File: config.mk
export PLATFORM = sky130hd
export DESIGN_NAME = pl_seq_gen
export DESIGN_NICKNAME = d
export VERILOG_FILES = /design/src/rtl/pl_seq_gen.sv
export SDC_FILE = /design/constraint.sdc
export NUM_CORES = 1
export LEC_CHECK = 0
export BUFFER_PORTS_ARGS = -buffer_cell sky130_fd_sc_hd__buf_2
export CORE_ASPECT_RATIO = 1.1
export CORE_MARGIN = 2
export CORE_UTILIZATION = 55
export DETAILED_ROUTE_END_ITERATION = 12
export MAX_ROUTING_LAYER = met4
export PLACE_DENSITY = 0.86
export SLEW_MARGIN = 20
export SYNTH_ARGS = -nofsm -noshare
export SYNTH_HDL_FRONTEND = slang
export SYNTH_SLANG_ARGS = --single-unit
File: constraint.sdc
create_clock -name pl_clk -period 4.9 [get_ports pl_clk]
set_input_delay 0.735 -clock pl_clk [delete_from_list [all_inputs] [get_ports pl_clk]]
set_output_delay 0.735 -clock pl_clk [all_outputs]
set_load 0.01 [all_outputs]
File: src/rtl/pl_seq_gen.sv
// rtl/pl_seq_gen.sv - start/finish job engine emitting an incrementing valid/ready stream
// Checksums accepted words and aborts the job after too many stalled cycles.
module pl_seq_gen #(
  parameter int DATA_WIDTH = 32,
  parameter int LEN_WIDTH  = 16,
  parameter int TIMEOUT    = 1024
) (
  input  logic                  pl_clk,
  input  logic                  pl_rst,
  input  logic                  start,
  input  logic [LEN_WIDTH-1:0]  cfg_len,
  input  logic [DATA_WIDTH-1:0] cfg_seed,
  output logic [DATA_WIDTH-1:0] m_data,
  output logic                  m_valid,
  input  logic                  m_ready,
  output logic                  finish,
  output logic                  busy,
  output logic                  timeout_err,
  output logic [DATA_WIDTH-1:0] checksum,
  output logic [LEN_WIDTH-1:0]  word_cnt,
  output logic [2:0]            mnt_state
);

  typedef enum logic [2:0] {
    IDLE = 3'b001,
    RUN  = 3'b010,
    DONE = 3'b100
  } state_t;

  localparam int SW = $clog2(TIMEOUT) + 1;

  state_t               state;
  logic [LEN_WIDTH-1:0] len_q;
  logic [SW-1:0]        stall_cnt;

  always_ff @(posedge pl_clk or posedge pl_rst) begin
    if (pl_rst) begin
      state       <= IDLE;
      m_data      <= '0;
      len_q       <= '0;
      stall_cnt   <= '0;
      checksum    <= '0;
      word_cnt    <= '0;
      timeout_err <= 1'b0;
    end else begin
      case (state)
        IDLE: begin
          if (start) begin
            len_q       <= cfg_len;
            m_data      <= cfg_seed;
            checksum    <= '0;
            word_cnt    <= '0;
            stall_cnt   <= '0;
            timeout_err <= 1'b0;
            state       <= (cfg_len == '0) ? DONE : RUN;
          end
        end
        RUN: begin
          if (m_ready) begin
            checksum  <= checksum + m_data;
            word_cnt  <= word_cnt + LEN_WIDTH'(1);
            m_data    <= m_data + DATA_WIDTH'(1);
            stall_cnt <= '0;
            if (word_cnt + LEN_WIDTH'(1) == len_q)
              state <= DONE;
          end else if (stall_cnt == SW'(TIMEOUT - 1)) begin
            // Pending word is abandoned uncounted; m_valid drops with the state change.
            timeout_err <= 1'b1;
            state       <= DONE;
          end else begin
            stall_cnt <= stall_cnt + SW'(1);
          end
        end
        DONE:    state <= IDLE;
        default: state <= IDLE;
      endcase
    end
  end

  // Handshake outputs decode straight from the state register, so m_ready never reaches m_valid.
  assign m_valid   = (state == RUN);
  assign finish    = (state == DONE);
  assign busy      = (state == RUN) || (state == DONE);
  assign mnt_state = state;

endmodule

# Yosys cells after proc, flatten, opt, wreduce, memory -nomap -nowiden
# Cells that the tools add are included.
# totals
elab_cells,54
input_bits,52
regBits,111
# op_classes
n_reduce_logical,8
eq_ne,12
mux,23
add_sub_neg,4
# ops
cell,count
32-bit 2-to-1 mux,4
32-bit case mux with 2 select lines,2
11-bit 2-to-1 mux,3
32-bit by 1-bit adder with 32-bit output (second input constant),1
32-bit adder,1
16-bit 2-to-1 mux,2
16-bit case mux with 2 select lines,1
11-bit case mux with 2 select lines,1
16-bit by 1-bit adder with 16-bit output (second input constant),1
16-bit equality test,1
16-bit logical NOT,1
3-bit 2-to-1 mux,5
11-bit by 1-bit adder with 11-bit output (second input constant),1
11-bit by 10-bit equality test with 1-bit output (second input constant),1
3-bit AND reduction,3
3-bit case mux with 2 select lines,1
2-bit by 1-bit != test with 1-bit output (second input constant),2
2-bit != test (second input constant),2
4-bit AND reduction,1
3-bit by 1-bit equality test with 1-bit output (second input constant),1
3-bit by 2-bit equality test with 1-bit output (second input constant),1
3-bit equality test (second input constant),1
1-bit 2-to-1 mux,3
3-bit by 1-bit != test with 1-bit output (second input constant),1
6 further kinds,6

# Depth between registers and ports, before layout
# Gate-level depths: netlist of the first run.
# depth
ltp_word,5
depth_mapped,13
ltp_nobuf,13

# Worst setup path before layout of the first run
# Ideal clock, no wire load.
# synth_path
path_kind,flip-flop to flip-flop
startpoint,reg m_data[12]
endpoint,reg checksum[31]
arrival_ns,2.717
setup_time_ns,0.121
slack_ns,2.062
required_ns,4.779
path_stages_with_launch,12
period_less_slack_ns,2.838
path_cell_list,dfrtp_1 > ha_1 > a21oi_2 > o21ai_1 > a311o_1 > a211o_1 > o211ai_2 > a31oi_2 > a2111oi_4 > xnor2_1 > o21ai_1 > a22o_1
# synth_via
elab_chain_len,3
# synth_lines
element,line,source
"start, declared",13,"output logic [DATA_WIDTH-1:0] m_data,"
"start signal, assigned",50,m_data <= cfg_seed;
"start signal, assigned",62,m_data <= m_data + DATA_WIDTH'(1);
32-bit adder,60,checksum <= checksum + m_data;
32-bit 2-to-1 mux,59,if (m_ready) begin
32-bit case mux with 2 select lines,46,case (state)
"end signal, assigned",60,
"end, declared",19,"output logic [DATA_WIDTH-1:0] checksum,"
# Every way passes these cells. The select of a mux whose other input is x is not followed.
# A chain may end at the register's enable or synchronous reset.

# Worst setup path in the final report of the first run
# layout_path
startpoint,reg m_data[0]
endpoint,reg checksum[30]
# The elaborated chain is that of the path after synthesis.

==> results.py, run 1 <==
metrics = {
    "worst_hold_path": {
        "hold_depth": 2,
        "hold_path_class": "flip-flop to flip-flop",
        "min_from": "len_q[15]",
        "min_to": "len_q[15]",
    },
    "setup_path": {
        "critPathMaxFanout": 6,
        "critical_path.startpoint": "m_data[0]",
        "path_class": "flip-flop to flip-flop",
        "worstPathRequired_ns": 5.20,
        "r2r_cells": 13,
        "startpoint_type": "flip-flop",
        "cp.arrival_ns": 3.44,
        "r2r-end": "checksum[30]",
        "crit_path_end_kind": "flip-flop",
        "r2r-start": "m_data[0]",
        "reg2reg_slack_ns": 1.75,
    },
    "routing": {
        "vias": 6966,
        "drt_wl_total_um": 19290,
        "route.detailed.drc": 0,
        "first_pass_iters": 5,
        "vias_per_cell": 6.105,
        "post_drt_wl_per_cell_um": 16.91,
        "ant_nets": 0,
        "drt_iter0_markers": 645,
    },
    "run": {
        "drv_cap": 0,
    },
    "power_and_ir_drop": {
        "switchingPower_mw": 2.301,
        "power.static_leakage_nw": 4.038,
        "sw_frac_of_total_pct": 45.20,
        "peakVddDrop_mv": 0.3842,
        "clock_power_share_pct": 15.6,
        "combPwrFrac_pct": 52.4,
        "seq_power_share_pct": 32.1,
        "p_int_mw": 2.790,
        "p_total_mw": 5.091,
        "power_density_mw_per_mm2": 617.7,
    },
    "floorplanning": {
        "dieArea_sq_mm": 0.01388,
        "core_sq_mm": 0.01264,
        "die_y_um": 123.4,
        "start_util_pct": 56.35,
        "die-width_um": 112.5,
        "row_count": 43,
        "io_pins": 139,
    },
    "logic_synthesis": {
        "synth_ff_type": "dfrtp_1",
        "postSynthAreaPerCell_sq_um": 8.255,
        "synth.yosys.seq_area_share_pct": 39.01,
        "synth_edf_count": 0,
        "postSynthCellCount": 863,
        "synth_warnings": 0,
        "yosysUniqueCellTypes": 59,
        "synth.area.top_cells": "dfrtp_1 (39%), nand2_1 (8.6%), ha_1 (6.0%)",
        "yosys.area.top_type": "dfrtp_1",
        "ys_ff_latch": 111,
        "synthAdderAreaFrac_pct": 6.252,
        "synth_top_family_by_area": "simple AND/OR/NAND/NOR gates",
        "synth_compound_gate_area_share_pct": 21.37,
        "synth-simple-area-share_pct": 23.55,
        "synth_nets": 950,
        "async_flop_share_pct": 100.0,
        "synth-xor-area-share_pct": 6.270,
        "yosysTopAreaCellShare_pct": 38.64,
        "post_synth_mux_area_share_pct": 0.7025,
        "synth.cell_area_sq_mm": 0.007124,
    },
    "finish": {
        "layout_common_cells": "nand2_1 (163), buf_2 (138), dfrtp_1 (110)",
        "drive_above_1_share_pct": 17.78,
        "diodes": 0,
        "area_growth_syn_to_layout_pct": 15.68,
        "nets": 1066,
        "layout_commonest_cell": "nand2_1",
    },
    "clock_tree": {
        "postCtsSetupBuffers": 0,
        "clk_pin_slew_ns": 0.07,
        "post_cts_resized": 0,
        "cts_tree": "done",
        "cts_hold_buf": 0,
        "clock-root-buffer": "clkbuf_16",
        "cts_max_level": 3,
        "clock-sinks": 111,
        "insertion_delay_ns": 0.36,
        "cts_buffer_depth": 2,
        "cts_made_buffers": 9,
    },
    "timing": {
        "finalCritPeriodShare_pct": 64.28,
        "drv_slew": 0,
        "setup_viol_count_final": 0,
        "rsz0062_at_grt": "no",
        "setup_tns_ns": 0,
        "max_freq_ghz": 0.3175,
        "relSlewSlack_pct": 38.15,
        "hold_viol_final": 0,
        "period_needed_ns": 3.150,
        "worstMarginPinSlew_ns": 0.9245,
        "fin_skew_ns": 0.009637,
    },
    "grt": {
        "grt_first_pass_wirelength_um": 30790,
        "antenna_found_initial": 0,
        "grt_use_total_pct": 28.61,
        "grt_max_degree": 71,
        "grt-ovfl-total": 0,
        "grt_pass1_vias": 6225,
    },
    "placement": {
        "dpl.hpwl_um": 13800,
        "place.gp.congestion": 0.9052,
        "io_buffers": 138,
    },
    "run_status": {
        "status": "finished, final reports clean",
    },
}
## flip-flops by register name (all words and copies together) (netlist names)
register	cells
timeout_err	1
mnt_state	3
checksum	32
word_cnt	16
m_data	32
len_q	16
stall_cnt	11
## kinds of logic after synthesis
group,count (synthesis)
and+or+nand+nor,361
AOI/OAI and AO/OA,247
DFF,111
buffers and inverters,53
xor gates and xnor gates,51
adders and majority gates,35
muxes,5
## synth_stat cells, types with 7 or more instances
cell / instances
nand4_1: 12
a32oi_1: 12
xnor2_1: 34
o22ai_1: 7
o21ai_1: 7
a21oi_1: 59
clkbuf_1: 38
nand2b_1: 10
nand2_1: 164
a31oi_1: 13
dfrtp_1: 110
and3_1: 22
nor2_1: 54
ha_1: 34
xor2_1: 17
nand3_1: 47
o31ai_1: 13
a21o_1: 20
o21ai_0: 83
nor4_1: 8
inv_1: 11
nor3_1: 9
## area by class of cell
cell class / count / area, sq um
clock inverter: 5 / 82.58
clock buffer: 11 / 232.7
inverter: 12 / 47.55
sequential: 111 / 2779
multi-input combinational: 699 / 4153
timing repair buffer: 146 / 750.7
tap: 157 / 196.4
fill: 1047 / 4402
## metrics by stage
| step | utilization [%] | hold slack (ns) | cells | setup slack [ns] | cell area (sq um) |
|---|---|---|---|---|---|
| 4_1_cts | 65.19 | 0.5013 | 1141 | 1.774 | 8242 |
| 6_report | 65.19 | 0.5011 | 1141 | 1.750 | 8242 |
| 3_3_place_gp | 62.69 | 0.4812 | 1125 | 1.879 | 7926 |
| 5_1_grt | 65.19 | 0.5392 | 1141 | 1.477 | 8242 |
| 3_5_place_dp | 62.69 | 0.4840 | 1125 | 1.798 | 7926 |
| 2_1_floorplan | - | 0.4655 | 863 | 1.236 | 7124 |
## routing by layer
| layer | vias up | wire length, um | global-route usage (%) |
|---|---|---|---|
| met4 | 0 | 523 | 11.97 |
| met5 | - | 0 | - |
| met2 | 264 | 9425 | 46.12 |
| li1 | 3342 | - | - |
| met3 | 40 | 1112 | 3.578 |
| met1 | 3320 | 8231 | 37.02 |
## worst max-delay path by stage
stage	endpoint	cells after the start
CTS	checksum[30]	13
global placement	checksum[28]	13
finish	checksum[30]	13
floorplan	checksum[0]	1
detailed placement	checksum[28]	13
global route	checksum[30]	13
## worst max-delay path, cell delays in order (launching register included)
cell and delay [ns]:
dfrtp_1 0.42, ha_1 0.20, inv_1 0.05, fa_1 0.39, nor2b_1 0.12, o21ai_1 0.08
a21boi_1 0.29, o211ai_1 0.18, nand2_1 0.15, a21oi_1 0.08, o21ai_1 0.33, a221oi_1 0.18
or4b_1 0.50, nand3_1 0.10
## power groups by stage
stage | registers [mW] | clock network (mW) | logic (mW)
6_report | 1.63 | 0.792 | 2.67
5_1_grt | 1.68 | 0.843 | 2.95
4_1_cts | 1.62 | 0.803 | 2.66
3_5_place_dp | 1.64 | 0 | 2.64
3_3_place_gp | 1.62 | 0 | 2.58
2_1_floorplan | 1.66 | 0 | 1.83
(Power assumes the default switching activity.)
==> run 2, diff against run 1 <==
Clock period 4.9 ns to 3.07 ns, I/O delays scaled along.
==> run 2 against run 1 <==
Sequential cell count unchanged. Sequential share of layout area fell by 0.71 points. Count of clock-buffer cells in the layout fell by 1. Critical path type unchanged. Critical endpoint is now checksum[31]. Largest cell class unchanged. Largest power group unchanged. Highest routed layer unchanged.
==> results.py, run 2 (synthesis gave the netlist of run 1 again) <==
metrics = {
    "setup_path": {
        "r2r_cells": 11,
        "cp_slowest_cell": "dfrtp_1",
        "cp.arrival_ns": 3.14,
        "crit_path_end_kind": "flip-flop",
        "critPathTopFamily": "compound AO/OA/AOI/OAI gates",
        "r2r-start": "m_data[17]",
        "crit_buf_inv": 0,
        "reg2reg_slack_ns": 0.19,
        "worstPathRequired_ns": 3.33,
        "slowest_delay_ns": 0.40,
        "r2r-end": "checksum[31]",
        "path_class": "flip-flop to flip-flop",
        "critPathMaxFanout": 6,
        "startpoint_type": "flip-flop",
        "path_cells": "ha_1, a21oi_1, a21boi_1, a311o_1, a211o_1, o211ai_2, a31oi_2, a2111oi_4, xnor2_1, o21ai_1, a22o_1",
    },
    "clock_tree": {
        "cts_tree": "done",
        "cts_buffer_depth": 2,
        "clk_pin_slew_ns": 0.07,
        "cts_max_level": 3,
        "cts_made_buffers": 9,
        "clock-sinks": 111,
        "insertion_delay_ns": 0.37,
        "clock-root-buffer": "clkbuf_16",
        "cts_hold_buf": 0,
    },
    "run": {
        "drv_cap": 0,
    },
    "floorplanning": {
        "dieArea_sq_mm": 0.01388,
        "die-width_um": 112.5,
        "die_y_um": 123.4,
        "io_pins": 139,
        "core_sq_mm": 0.01264,
        "row_count": 43,
        "start_util_pct": 56.35,
    },
    "grt": {
        "antenna_found_initial": 1,
        "grt_use_total_pct": 30.12,
        "grt_pass1_vias": 6560,
        "grt_first_pass_wirelength_um": 32310,
        "grt_max_degree": 65,
        "grt-ovfl-total": 0,
    },
    "placement": {
        "placedCellCount": 1147,
        "io_buffers": 138,
        "dpl.hpwl_um": 14170,
        "place.gp.congestion": 0.9027,
        "placed_area_sq_mm": 0.008105,
    },
    "power_and_ir_drop": {
        "peakVddDrop_mv": 0.5319,
        "power.static_leakage_nw": 4.142,
        "power_density_mw_per_mm2": 984.2,
        "p_total_mw": 8.290,
    },
    "run_status": {
        "status": "finished, final reports clean",
    },
    "routing": {
        "ant_nets": 0,
        "drt_wl_total_um": 19600,
        "vias": 6961,
        "route.detailed.drc": 0,
        "drt_iter0_markers": 555,
        "vias_per_cell": 5.991,
        "first_pass_iters": 5,
        "post_drt_wl_per_cell_um": 16.87,
    },
    "finish": {
        "nets": 1088,
        "drive_above_1_share_pct": 19.92,
        "top_regs": "checksum x32, m_data x32",
        "fin_util_pct": 66.62,
        "area_growth_syn_to_layout_pct": 18.23,
        "final_area_sq_mm": 0.008423,
        "layout_common_cells": "nand2_1 (163), buf_2 (138), dfrtp_1 (109)",
        "layout_commonest_cell": "nand2_1",
        "stdcell_count": 1162,
    },
    "timing": {
        "relSlewSlack_pct": 52.60,
        "setup_tns_ns": 0,
        "worstMarginPinSlew_ns": 0.7094,
        "drv_slew": 0,
        "setup_viol_count_final": 0,
        "fin_skew_ns": 0.01065,
        "hold_viol_final": 0,
        "max_freq_ghz": 0.3471,
        "period_needed_ns": 2.881,
        "finalCritPeriodShare_pct": 93.86,
    },
    "worst_hold_path": {
        "hold_path_class": "input port to async pin",
    },
}
run 2: worst max-delay path by stage:
| stage | startpoint | endpoint | slack (ns) | cells past startpoint |
|---|---|---|---|---|
| 3_3_place_gp | m_data[9] | checksum[31] | 0.23 | 11 |
| 3_5_place_dp | m_data[9] | checksum[31] | 0.11 | 11 |
| 4_1_cts | m_data[9] | checksum[31] | 0.09 | 11 |
| 2_1_floorplan | m_data[12] | checksum[31] | 0.23 | 11 |
| 5_1_grt | checksum[9] | checksum[31] | -0.02 | 11 |
| 6_report | m_data[17] | checksum[31] | 0.19 | 11 |
run 2: final cells by class:
class | count | area, sq um
Antenna cell | 1 | 2.502
Clock buffer | 10 | 229.0
Clock inverter | 4 | 72.57
Fill cell | 1050 | 4220
Inverter | 12 | 48.80
Multi-Input combinational cell | 699 | 4165
Sequential cell | 111 | 2780
Tap cell | 157 | 196.4
Timing Repair Buffer | 168 | 928.4
run 2: report_power, final:
part | internal [mW] | switching, mW | leakage, nW
Sequential | 1.98 | 0.539 | 1.43
Clock | 0.706 | 0.543 | 0.144
Combinational | 1.88 | 2.65 | 2.57
Total | 4.56 | 3.73 | 4.14
run 2: stage by stage:
| step | hold slack (ns) | setup WS [ns] |
|---|---|---|
| after floorplan | 0.4655 | 0.2320 |
| after global placement | 0.4807 | 0.2288 |
| after detailed placement | 0.4885 | 0.1060 |
| after CTS | 0.2139 | 0.08712 |
| after global routing | 0.2429 | -0.02055 |
| final | 0.2005 | 0.1886 |
run 2: what timing repair did:
action / 4_1_cts / 5_1_grt
setup endpoints to repair: 0 / 4
buffers inserted: 0 / 0
resized for setup: 0 / 4
run 2: layer usage:
layer  track usage (%)  vias up  wire, um
met3             6.324       32      1561
met5                 -        -         0
met4             12.12        0       472
met2             48.00      288      9388
li1                  -     3380         -
met1             37.94     3261      8179
run 2: worst reg2reg max path, delay by kind of cell (launching register included):
kind / cells / cell delay (ns)
AO/OA/AOI/OAI: 9 / 1.79
adder cells (fa/ha/maj): 1 / 0.40
flip-flops: 1 / 0.40
XOR/XNOR: 1 / 0.18
==> run 3, diff against run 2 <==
Settings changed: CAP_MARGIN from default to 20, CORE_UTILIZATION 55 to 56, PLACE_DENSITY 0.86 to 0.87.
Clock period 3.07 ns to 2.86 ns, I/O delays scaled along.
==> run 3 against run 2 <==
Critical path depth shrank 1. Final cell count grew 2.5%. Wire length grew 4.5%. Combinational power grew 20%. Final area grew 3.9%. First-iteration DRC count grew 28%. Highest routed layer unchanged. Worst hold slack lost 0.032 ns. Count of clock-buffer cells in the layout grew 1. Setup slack lost 0.14 ns. Critical endpoint unchanged.
==> results.py, run 3 (synthesis gave the netlist of run 1 again) <==
metrics = {
    "clock_tree": {
        "clock-root-buffer": "clkbuf_16",
        "cts_buffer_depth": 2,
        "insertion_delay_ns": 0.37,
        "cts_max_level": 3,
        "cts_made_buffers": 9,
        "clk_pin_slew_ns": 0.08,
        "clock-sinks": 111,
        "cts_tree": "done",
    },
    "setup_path": {
        "r2r-start": "checksum[15]",
        "crit_path_end_kind": "flip-flop",
        "worstPathRequired_ns": 3.12,
        "path_class": "flip-flop to flip-flop",
        "startpoint_type": "flip-flop",
        "r2r-end": "checksum[31]",
        "endpoint": "checksum[31]",
        "critical_path.startpoint": "checksum[15]",
        "cp.arrival_ns": 3.07,
        "critPathMaxFanout": 3,
        "r2r_cells": 10,
        "reg2reg_slack_ns": 0.05,
    },
    "grt": {
        "grt_first_pass_wirelength_um": 32400,
        "antenna_found_initial": 1,
        "grt_max_degree": 65,
        "grt_use_total_pct": 30.58,
        "grt-ovfl-total": 0,
        "grt_pass1_vias": 6682,
    },
    "routing": {
        "post_drt_wl_per_cell_um": 17.20,
        "wl_met3_um": 1524,
        "m1WireLength_um": 8515,
        "route.detailed.drc": 0,
        "first_pass_iters": 7,
        "ant_nets": 0,
        "highest_layer": "met4",
        "vias": 7260,
        "drt_iter0_markers": 712,
        "vias_per_cell": 6.096,
        "drt_wl_total_um": 20480,
        "wl_met2_um": 9728,
    },
    "finish": {
        "layout_common_cells": "nand2_1 (162), buf_2 (138), dfrtp_1 (108)",
        "fin_util_pct": 69.79,
        "area_growth_syn_to_layout_pct": 22.80,
        "layout_commonest_cell": "nand2_1",
        "drive_above_1_share_pct": 23.72,
        "top_regs": "checksum x32, m_data x32",
        "nets": 1115,
    },
    "power_and_ir_drop": {
        "power.static_leakage_nw": 4.273,
        "p_total_mw": 9.357,
        "peakVddDrop_mv": 0.6977,
        "power_density_mw_per_mm2": 1070,
    },
    "floorplanning": {
        "dieArea_sq_mm": 0.01364,
        "row_count": 43,
        "die_y_um": 122.3,
        "die-width_um": 111.5,
        "start_util_pct": 56.83,
        "io_pins": 139,
        "core_sq_mm": 0.01254,
    },
    "timing": {
        "worstMarginPinSlew_ns": 0.7516,
        "fin_skew_ns": 0.01239,
        "finalCritPeriodShare_pct": 98.34,
        "hold_viol_final": 0,
        "holdWs_ns": 0.1683,
        "relSlewSlack_pct": 49.79,
        "period_needed_ns": 2.812,
        "rsz0062_at_grt": "yes",
        "max_freq_ghz": 0.3556,
        "drv_slew": 0,
        "setup_viol_count_final": 0,
    },
    "run": {
        "drv_cap": 0,
    },
    "placement": {
        "place.gp.congestion": 0.9980,
        "io_buffers": 138,
        "dpl.hpwl_um": 14460,
    },
    "worst_hold_path": {
        "hold_path_class": "input port to async pin",
    },
    "run_status": {
        "status": "finished, final reports clean",
    },
}
==> run 3: changes by cell type in the layout (fill, tap and decap cells not counted), moves of 2 or more <==
cell,previous run,this run
bufinv_16,2,0
a21oi_1,59,57
ha_1,33,29
a31oi_1,13,11
ha_4,0,4
a311oi_1,2,0
a311oi_2,0,2
buf_4,29,55
==> run 3: power by group <==
group / switching, mW / internal (mW) / total [mW]
registers: 0.577 / 2.13 / 2.70
clock network: 0.607 / 0.615 / 1.22
logic: 3.09 / 2.35 / 5.43
==> run 3: area by class of cell <==
class / count / area [sq um]
Antenna cell: 1 / 2.502
Clock buffer: 11 / 242.7
Clock inverter: 5 / 33.78
Fill cell: 1002 / 3787
Inverter: 12 / 48.80
Multi-Input combinational cell: 699 / 4299
Sequential cell: 111 / 2781
Tap cell: 157 / 196.4
Timing Repair Buffer: 195 / 1144
==> run 3: per-layer routing <==
layer	vias up	track usage [%]
met1	3434	39.38
met4	0	13.73
li1	3422	-
met5	-	-
met3	62	4.691
met2	342	48.51
==> run 3: how the worst min path moves through the flow <==
stage,end
4_1_cts,m_data[5]
5_1_grt,m_data[3]
6_report,m_data[5]
2_1_floorplan,len_q[14]
3_5_place_dp,len_q[10]
3_3_place_gp,len_q[10]
==> run 3: repair_timing <==
action	CTS	global route
setup buffers	0	8
gates resized for setup	2	24
setup endpoints to repair	3	10
hold buffers	0	0
pin swaps	1	17
==> run 3: through the flow <==
step                      area (sq um)  worst slack, ns  setup TNS, ns  std cells
final                             8748          0.04758              0       1191
after global routing              8748         -0.08775        -0.1787       1191
after CTS                         8547          0.01524              0       1182
after detailed placement          8260          -0.1245        -0.1313       1166
after global placement            8260        -0.006651      -0.006651       1166
after floorplan                   7128          0.02197              0        863
==> run 3: critical path, cell delays in order (launching register included) <==
cell and delay [ns]:
dfrtp_1 0.41, ha_1 0.33, and3_4 0.18, a311o_1 0.32
a211o_1 0.24, o211ai_2 0.23, a31oi_4 0.13, a2111oi_4 0.37
xnor2_1 0.18, o21ai_1 0.10, a22o_1 0.22
